===== config.mk =====
export PLATFORM = sky130hd
export DESIGN_NAME = useq_ctrl
export DESIGN_NICKNAME = d
export VERILOG_FILES = /design/src/rtl/useq_ctrl.sv
export SDC_FILE = /design/constraint.sdc
export NUM_CORES = 1
export LEC_CHECK = 0
export ABC_CLOCK_PERIOD_IN_PS = 1600
export CAP_MARGIN = 20
export CELL_PAD_IN_SITES_DETAIL_PLACEMENT = 0
export CELL_PAD_IN_SITES_GLOBAL_PLACEMENT = 1
export CORE_ASPECT_RATIO = 0.8
export CORE_MARGIN = 2
export CORE_UTILIZATION = 34
export DETAILED_ROUTE_END_ITERATION = 7
export MAX_ROUTING_LAYER = met4
export PLACE_DENSITY_LB_ADDON = 0.2
export SLEW_MARGIN = 20
export SYNTH_ARGS = -nofsm -noshare
export SYNTH_HDL_FRONTEND = slang
export SYNTH_SLANG_ARGS = --single-unit

===== constraint.sdc =====
create_clock -name clock -period 1.6 [get_ports clock]
set_input_delay 0.16 -clock clock [delete_from_list [all_inputs] [get_ports clock]]
set_output_delay 0.16 -clock clock [all_outputs]
set_load 0.03 [all_outputs]

===== src/rtl/useq_ctrl.sv =====
// Next-address control for a cascaded 4-bit-slice microprogram sequencer:
// pipelines the microword, decodes the eight branch ops and tracks stack depth.
module useq_ctrl #(
  parameter int AW = 12,
  parameter int CW = 8
) (
  input  logic          clock,
  input  logic          reset_n,
  input  logic          hold,
  input  logic          cond,
  input  logic [2:0]    mw_op,
  input  logic          mw_pol,
  input  logic [AW-1:0] mw_ba,
  output logic          s1,
  output logic          s0,
  output logic          zero_n,
  output logic          cin,
  output logic          re_n,
  output logic          fe_n,
  output logic          pup,
  output logic [AW-1:0] din,
  output logic [2:0]    depth,
  output logic          ovf,
  output logic          unf
);

  typedef enum logic [2:0] {
    OP_CONT = 3'd0,
    OP_JUMP = 3'd1,
    OP_CJP  = 3'd2,
    OP_CJS  = 3'd3,
    OP_CRTN = 3'd4,
    OP_LDCT = 3'd5,
    OP_RPCT = 3'd6,
    OP_LDAR = 3'd7
  } op_e;

  localparam logic [2:0] DEPTH_MAX = 3'd4;

  op_e           ir_op_q,  ir_op_d;
  logic          ir_pol_q, ir_pol_d;
  logic [AW-1:0] ir_ba_q,  ir_ba_d;
  logic [CW-1:0] cnt_q,    cnt_d;
  logic [2:0]    depth_q,  depth_d;
  logic          ovf_q,    ovf_d;
  logic          unf_q,    unf_d;
  logic          start_q,  start_d;

  logic [1:0]    sel;
  logic          ceff;
  logic          cnt_nz;

  assign ceff   = cond ^ ir_pol_q;
  assign cnt_nz = (cnt_q != '0);

  always_comb begin
    sel    = 2'b00;
    zero_n = 1'b1;
    cin    = 1'b1;
    re_n   = 1'b1;
    fe_n   = 1'b1;
    pup    = 1'b0;
    din    = ir_ba_q;
    if (!reset_n) begin
      zero_n = 1'b0;
      cin    = 1'b0;
      din    = '0;
    end else if (start_q) begin
      zero_n = 1'b0;
    end else if (hold) begin
      cin = 1'b0;
    end else begin
      case (ir_op_q)
        OP_JUMP: sel = 2'b11;
        OP_CJP:  if (ceff) sel = 2'b11;
        OP_CJS:  if (ceff) begin
                   sel  = 2'b11;
                   fe_n = 1'b0;
                   pup  = 1'b1;
                 end
        OP_CRTN: if (ceff) begin
                   sel  = 2'b10;
                   fe_n = 1'b0;
                 end
        OP_RPCT: if (cnt_nz) sel = 2'b11;
        OP_LDAR: re_n = 1'b0;
        default: ;
      endcase
    end
  end

  assign s1    = sel[1];
  assign s0    = sel[0];
  assign depth = depth_q;
  assign ovf   = ovf_q;
  assign unf   = unf_q;

  // Stack requests are always issued to the sequencer; only our depth
  // tracker saturates and records the boundary violation.
  always_comb begin
    ir_op_d  = ir_op_q;
    ir_pol_d = ir_pol_q;
    ir_ba_d  = ir_ba_q;
    cnt_d    = cnt_q;
    depth_d  = depth_q;
    ovf_d    = ovf_q;
    unf_d    = unf_q;
    start_d  = 1'b0;
    if (!start_q && !hold) begin
      ir_op_d  = op_e'(mw_op);
      ir_pol_d = mw_pol;
      ir_ba_d  = mw_ba;
      if (ir_op_q == OP_LDCT) cnt_d = ir_ba_q[CW-1:0];
      if (ir_op_q == OP_RPCT && cnt_nz) cnt_d = cnt_q - 1'b1;
      if (!fe_n && pup) begin
        if (depth_q == DEPTH_MAX) ovf_d = 1'b1;
        else                      depth_d = depth_q + 3'd1;
      end
      if (!fe_n && !pup) begin
        if (depth_q == 3'd0) unf_d = 1'b1;
        else                 depth_d = depth_q - 3'd1;
      end
    end
  end

  always_ff @(posedge clock or negedge reset_n) begin
    if (!reset_n) begin
      ir_op_q  <= OP_CONT;
      ir_pol_q <= 1'b0;
      ir_ba_q  <= '0;
      cnt_q    <= '0;
      depth_q  <= 3'd0;
      ovf_q    <= 1'b0;
      unf_q    <= 1'b0;
      start_q  <= 1'b1;
    end else begin
      ir_op_q  <= ir_op_d;
      ir_pol_q <= ir_pol_d;
      ir_ba_q  <= ir_ba_d;
      cnt_q    <= cnt_d;
      depth_q  <= depth_d;
      ovf_q    <= ovf_d;
      unf_q    <= unf_d;
      start_q  <= start_d;
    end
  end

endmodule


==> results of run 1 <==
worst max path at each step:
stage / depth (start not counted) / slack (ns) / from / endpoint
floorplan: 6 / -0.04 / cnt_q[0] / cnt_q[2]
global placement: 6 / -0.33 / cond / fe_n
detailed placement: 6 / -0.37 / cond / fe_n
CTS: 6 / -0.39 / cnt_q[0] / s1
global route: 6 / -0.43 / cnt_q[0] / s1
finish: 6 / -0.37 / cnt_q[0] / s1
area by class of cell:
class,count,area [sq um],share of cell area [%]
clock buffers,7,86.3,2.95
clock inverters,1,5.00,0.171
inverters,7,26.3,0.899
multi-input cells,118,1130,38.6
flip-flops and latches,30,752,25.7
well taps,62,77.6,2.65
repair buffers,100,847,29.0
layer usage:
| metal | wire length, microns | share of wire (%) |
|---|---|---|
| met5 | 0 | 0 |
| met4 | 17 | 0.33 |
| met2 | 2420 | 48 |
| met3 | 267 | 5.2 |
| met1 | 2380 | 47 |
cells in the final DEF, fill, tap and decap left out, drive strengths merged, types with 2 or more instances in the layout:
master	n
dfrtp	29
buf	77
nand3	2
nor2b	4
mux2	15
xnor2	2
a21boi	2
mux2i	8
nand2	4
and2	13
nor2	6
clkbuf	7
o21ai	5
o2bb2ai	7
nand4	2
inv	7
nor3b	5
o211ai	3
a21o	2
clkdlybuf4s50	22
or3	2
nor3	2
ha	4
and3b	3
a21oi	3
o221ai	6
flip-flops by register name, indices dropped and copies added, names as in the netlist:
signal	flops
ir_ba_q	12
cnt_q	8
depth	3
ir_op_q	3
ir_pol_q	1
ovf	1
start_q	1
unf	1
cells by family after synthesis:
logic type	share of synthesized area, %
compound gates	16.8
buf+inv	4.05
other cells	0.209
mux	13.9
xor+xnor	1.47
flops	42.0
simple gates	18.3
fa+ha+maj	3.35
power breakdown:
group	total [uW]	switching, uW	internal (uW)
sequential	1180	220	960
combinational	1930	891	1040
clock	626	279	347
stage by stage:
stage          utilization [%]  area [sq um]  worst slack (ns)  hold WS, ns
6_report                  58.1          2920            -0.370       0.0691
5_1_grt                   58.1          2920            -0.432       0.0826
4_1_cts                   56.0          2820            -0.390       0.0591
3_5_place_dp              50.7          2550            -0.366        0.285
3_3_place_gp              50.7          2550            -0.334        0.292
2_1_floorplan                -          1820           -0.0372       -0.136
worst register-to-register path, delay by kind of cell, from the launching register on:
family	cells	cell delay [ns]
AO/OA/AOI/OAI	3	0.47
buffers and inverters	2	0.26
flip-flops	1	0.40
AND/OR/NAND/NOR	1	0.48
adder cells (fa/ha/maj)	1	0.13
repair_timing:
action | 4_1_cts | 5_1_grt
resized for setup | 25 | 19
buffers inserted | 11 | 4
hold endpoints to repair | 29 | 0
pin swaps | 5 | 5
hold buffers | 1 | 0
setup endpoints to repair | 15 | 16
==> reports/results.ini, run 1 <==
[synth]
yosysMostFrequentCell = dfrtp_1
syn-num-nets = 187
syn_inst = 163
yosys.area.top_type_share_pct = 40.5
synth_warnings = 0
synth_top_area_cell = dfrtp_1
async_flop_share_pct = 100
synth_cell_type_count = 53
synth_edf_count = 0
synthFlopType = dfrtp_1
synth_commonest_cells = dfrtp_1 (29), mux2_2 (15), and2_1 (13), mux2i_1 (8)
ys_top_cells_by_area = dfrtp_1 (41%), mux2_2 (9.4%), and2_1 (4.5%)
synth_seq_cells = 30
avgSynthCellArea_sq_um = 11.0
netlist_area_sq_mm = 0.00179
ys_seq_area_share_pct = 42.0

[route]
drt_first_pass_iters = 4
drtIter0Drc = 115
wl_per_cell_microns = 15.6
drc = 0
wirelength_microns = 5090
viasPerCell = 5.04
num_vias = 1638
detail-route-antenna-nets = 0

[worst_hold_path]
holdCritPathClass = in2async

[global_routing]
grt_pass1_vias = 1738
use_met3_pct = 3.57
grt-ovfl-total = 0
top_usage_layer = met2
grtUsageMet1_pct = 25.2
antenna_found_initial = 0
grtUsageTotal_pct = 18.9
grt_pass1_wl_microns = 8380
grt_max_degree = 30
use_met2_pct = 30.6

[floorplan]
ios = 44
dieArea_sq_mm = 0.00587
rows = 23
core_sq_mm = 0.00504
fp.dieH_microns = 68.9
start_util_pct = 35.6
fp.dieW_microns = 85.2

[pwr]
peakVddDrop_mv = 0.663
total_power_uw = 3740
p_leak_uw = 0.00127
power_density_mw_per_mm2 = 1280

[clock_tree]
path_clk_slew_ns = 0.07
cts_root_buffer = clkbuf_8
cts_buffer_depth = 2
cts_buffers = 5
insertion_delay_ns = 0.27
htree_levels = 2
cts_tree = yes
cts_sinks = 30

[setup_path]
required_ns = 1.44
crit_arrival_ns = 1.81
r2r.worst_path.cells = 7
reg2reg_to = cnt_q[2]
cp-end-kind = output port
cpPeakStageDelay_ns = 0.48
r2r-start = cnt_q[0]
path_buf_inv = 2
critPathMaxFanout = 2
cp-start-kind = flop
worstSetupPathType = reg2out
worst_path_max_delay_cell = or4b_4
path_delay_family = simple AND/OR/NAND/NOR gates
cp_cell_sequence = inv_2 -> ha_4 -> or4b_4 -> o21ai_4 -> a221oi_2 -> buf_4
reg2reg_setup_slack_ns = -0.26

[cells_and_area]
nets = 286
area_growth_pct = 63.2
diodes = 0
num-fill-cells = 438
finalNonFillerCells = 325
drive_gt1_share_pct = 51.3

[status]
run_status = finished with violations
violations = setup timing

[sta]
rsz0062_at_grt = true
finalSetupViolCount = 12
worst_pin_slew_ns = 0.520
layout_min_cycle_time_ns = 1.97
fin_tns_setup_ns = -2.40
clock_skew_ns = 0.00286
hold_viol = 0
maxSlewHeadroom_pct = 65.1
slew_viol_final = 0
max_freq_ghz = 0.508
worst_slack_ns = -0.370
period_share_pct = 123

[flow_run]
max_cap_violations = 0

[placement]
dp_hpwl_microns = 3510
place_inst = 301
place_congestion = 0.877
io_buffers = 43

Note: power is estimated with default switching activity, not from simulation.
==> inputs of run 2 (changes only) <==
--- a/config.mk
+++ b/config.mk
@@ -13,6 +13,7 @@
 export CORE_MARGIN = 2
 export CORE_UTILIZATION = 34
 export DETAILED_ROUTE_END_ITERATION = 7
+export GPL_ROUTABILITY_DRIVEN = 0
 export MAX_ROUTING_LAYER = met4
 export PLACE_DENSITY_LB_ADDON = 0.2
 export SLEW_MARGIN = 20
==> run 2 against run 1 <==
The run still ends with setup timing left. Design area decreased by 3.0%. Combinational power decreased by 9%. Routed wire length decreased by 1.6%. Sequential share of layout area increased by 0.79 points. Die area unchanged. Non-clock buffer count decreased by 7. Critical path type unchanged. Count of clock-buffer cells in the layout unchanged. Clock power decreased by 1%. Clock skew increased by 0.0013 ns. Highest routed layer unchanged. Power decreased by 4.2%. Register-to-register slack got worse by 0.08 ns.
==> reports/results.ini, run 2 (synthesis results as in run 1) <==
[cells_and_area]
regMostFlops = ir_ba_q
final_common_cell = buf_4
drive_gt1_share_pct = 48.4
finalNonFillerCells = 318
final_cell_mix = buf_4 (59), dfrtp_1 (29), clkdlybuf4s50_1 (22)
diodes = 0
nets = 279
area_growth_pct = 58.3
largest_reg_flops = 12
top_regs = ir_ba_q x12, cnt_q x8

[floorplan]
core_sq_mm = 0.00504
rows = 23
ios = 44
dieArea_sq_mm = 0.00587
start_util_pct = 35.6
fp.dieW_microns = 85.2
fp.dieH_microns = 68.9

[sta]
worst_slack_ns = -0.399
slew_viol_final = 0
layout_min_cycle_time_ns = 2.00
max_freq_ghz = 0.500
finalSetupViolCount = 11
period_share_pct = 125
whs_ns = 0.0483
rsz0062_at_grt = true
hold_viol = 0
fin_tns_setup_ns = -2.92
clock_skew_ns = 0.00412

[route]
drt_first_pass_iters = 4
detail-route-antenna-nets = 0
wl_per_cell_microns = 15.7
wirelength_microns = 5010
drc = 0
num_vias = 1621
drtIter0Drc = 107
viasPerCell = 5.10

[flow_run]
max_cap_violations = 0

[status]
violations = setup timing
run_status = finished with violations

[pwr]
power_density_mw_per_mm2 = 1260
peakVddDrop_mv = 0.639
total_power_uw = 3580
p_leak_uw = 0.00123

[global_routing]
grt_pass1_wl_microns = 8010
grtUsageTotal_pct = 18.4
grt_pass1_vias = 1696
antenna_found_initial = 0
grt-ovfl-total = 0
grt_max_degree = 30

[clock_tree]
cts_buffers = 5
insertion_delay_ns = 0.28
cts_root_buffer = clkbuf_8
htree_levels = 2
path_clk_slew_ns = 0.06
cts_buffer_depth = 2
cts_tree = yes
cts_sinks = 30

[setup_path]
critPathMaxFanout = 2
r2r-start = cnt_q[1]
worst_path_max_delay_cell = or4b_4
reg2reg_setup_slack_ns = -0.34
cpPeakStageDelay_ns = 0.49
worstSetupPathType = reg2out
crit_arrival_ns = 1.84
startpoint = cnt_q[1]
required_ns = 1.44
cp-start-kind = flop
cp_cell_sequence = inv_2 -> ha_4 -> or4b_4 -> o21ai_4 -> a221oi_2 -> buf_4
cp-end-kind = output port

[placement]
io_buffers = 43
dp_hpwl_microns = 3470
place_inst = 297
place_ws_ns = -0.384

[worst_hold_path]
holdCritPathClass = in2async

run 2: final timing paths:
kind	depth (start not counted)	endpoint
max in group asynchronous	3	depth[1]
setup reg to reg	8	cnt_q[4]
hold / removal	2	start_q
hold reg to reg	1	unf
min in group clock	3	ir_ba_q[0]
setup / recovery	6	s1
run 2: report_power, final:
| part | internal [uW] | switching [uW] |
|---|---|---|
| sequential | 960 | 240 |
| clock | 346 | 274 |
| combinational | 951 | 814 |
| total | 2260 | 1330 |
run 2: worst max-delay path: cells and delay by family, from the launching register on:
kind            cells  cell delay (ns)
simple gates        1             0.49
flops               1             0.39
buf+inv             2             0.28
compound gates      2             0.25
fa+ha+maj           1             0.15
run 2: cell type report:
type,instances,area (sq um)
fillers,427,2200
multi-input cells,118,1090
repair buffers,93,801
flip-flops and latches,30,752
clock buffers,7,86.3
well taps,62,77.6
inverters,7,26.3
clock inverters,1,5.00
run 2: stage by stage:
| step | cell area (sq um) | util [%] |
|---|---|---|
| 2_1_floorplan | 1820 | - |
| 3_3_place_gp | 2520 | 50.1 |
| 3_5_place_dp | 2520 | 50.1 |
| 4_1_cts | 2760 | 54.8 |
| 5_1_grt | 2840 | 56.3 |
| 6_report | 2840 | 56.3 |
run 2: metal layers:
metal	routed length [microns]	part of all wire [%]	GRT usage (%)
met5	0	0	-
met3	218	4.4	3.57
met1	2340	47	22.9
met4	39	0.78	6.15
met2	2410	48	30.7
run 2: what timing repair did:
action / 4_1_cts / 5_1_grt
pin swaps: 6 / 9
endpoints found under the setup margin: 14 / 15
hold buffers: 1 / 0
resized for setup: 26 / 15
hold endpoints to repair: 29 / 0
setup buffers: 9 / 4
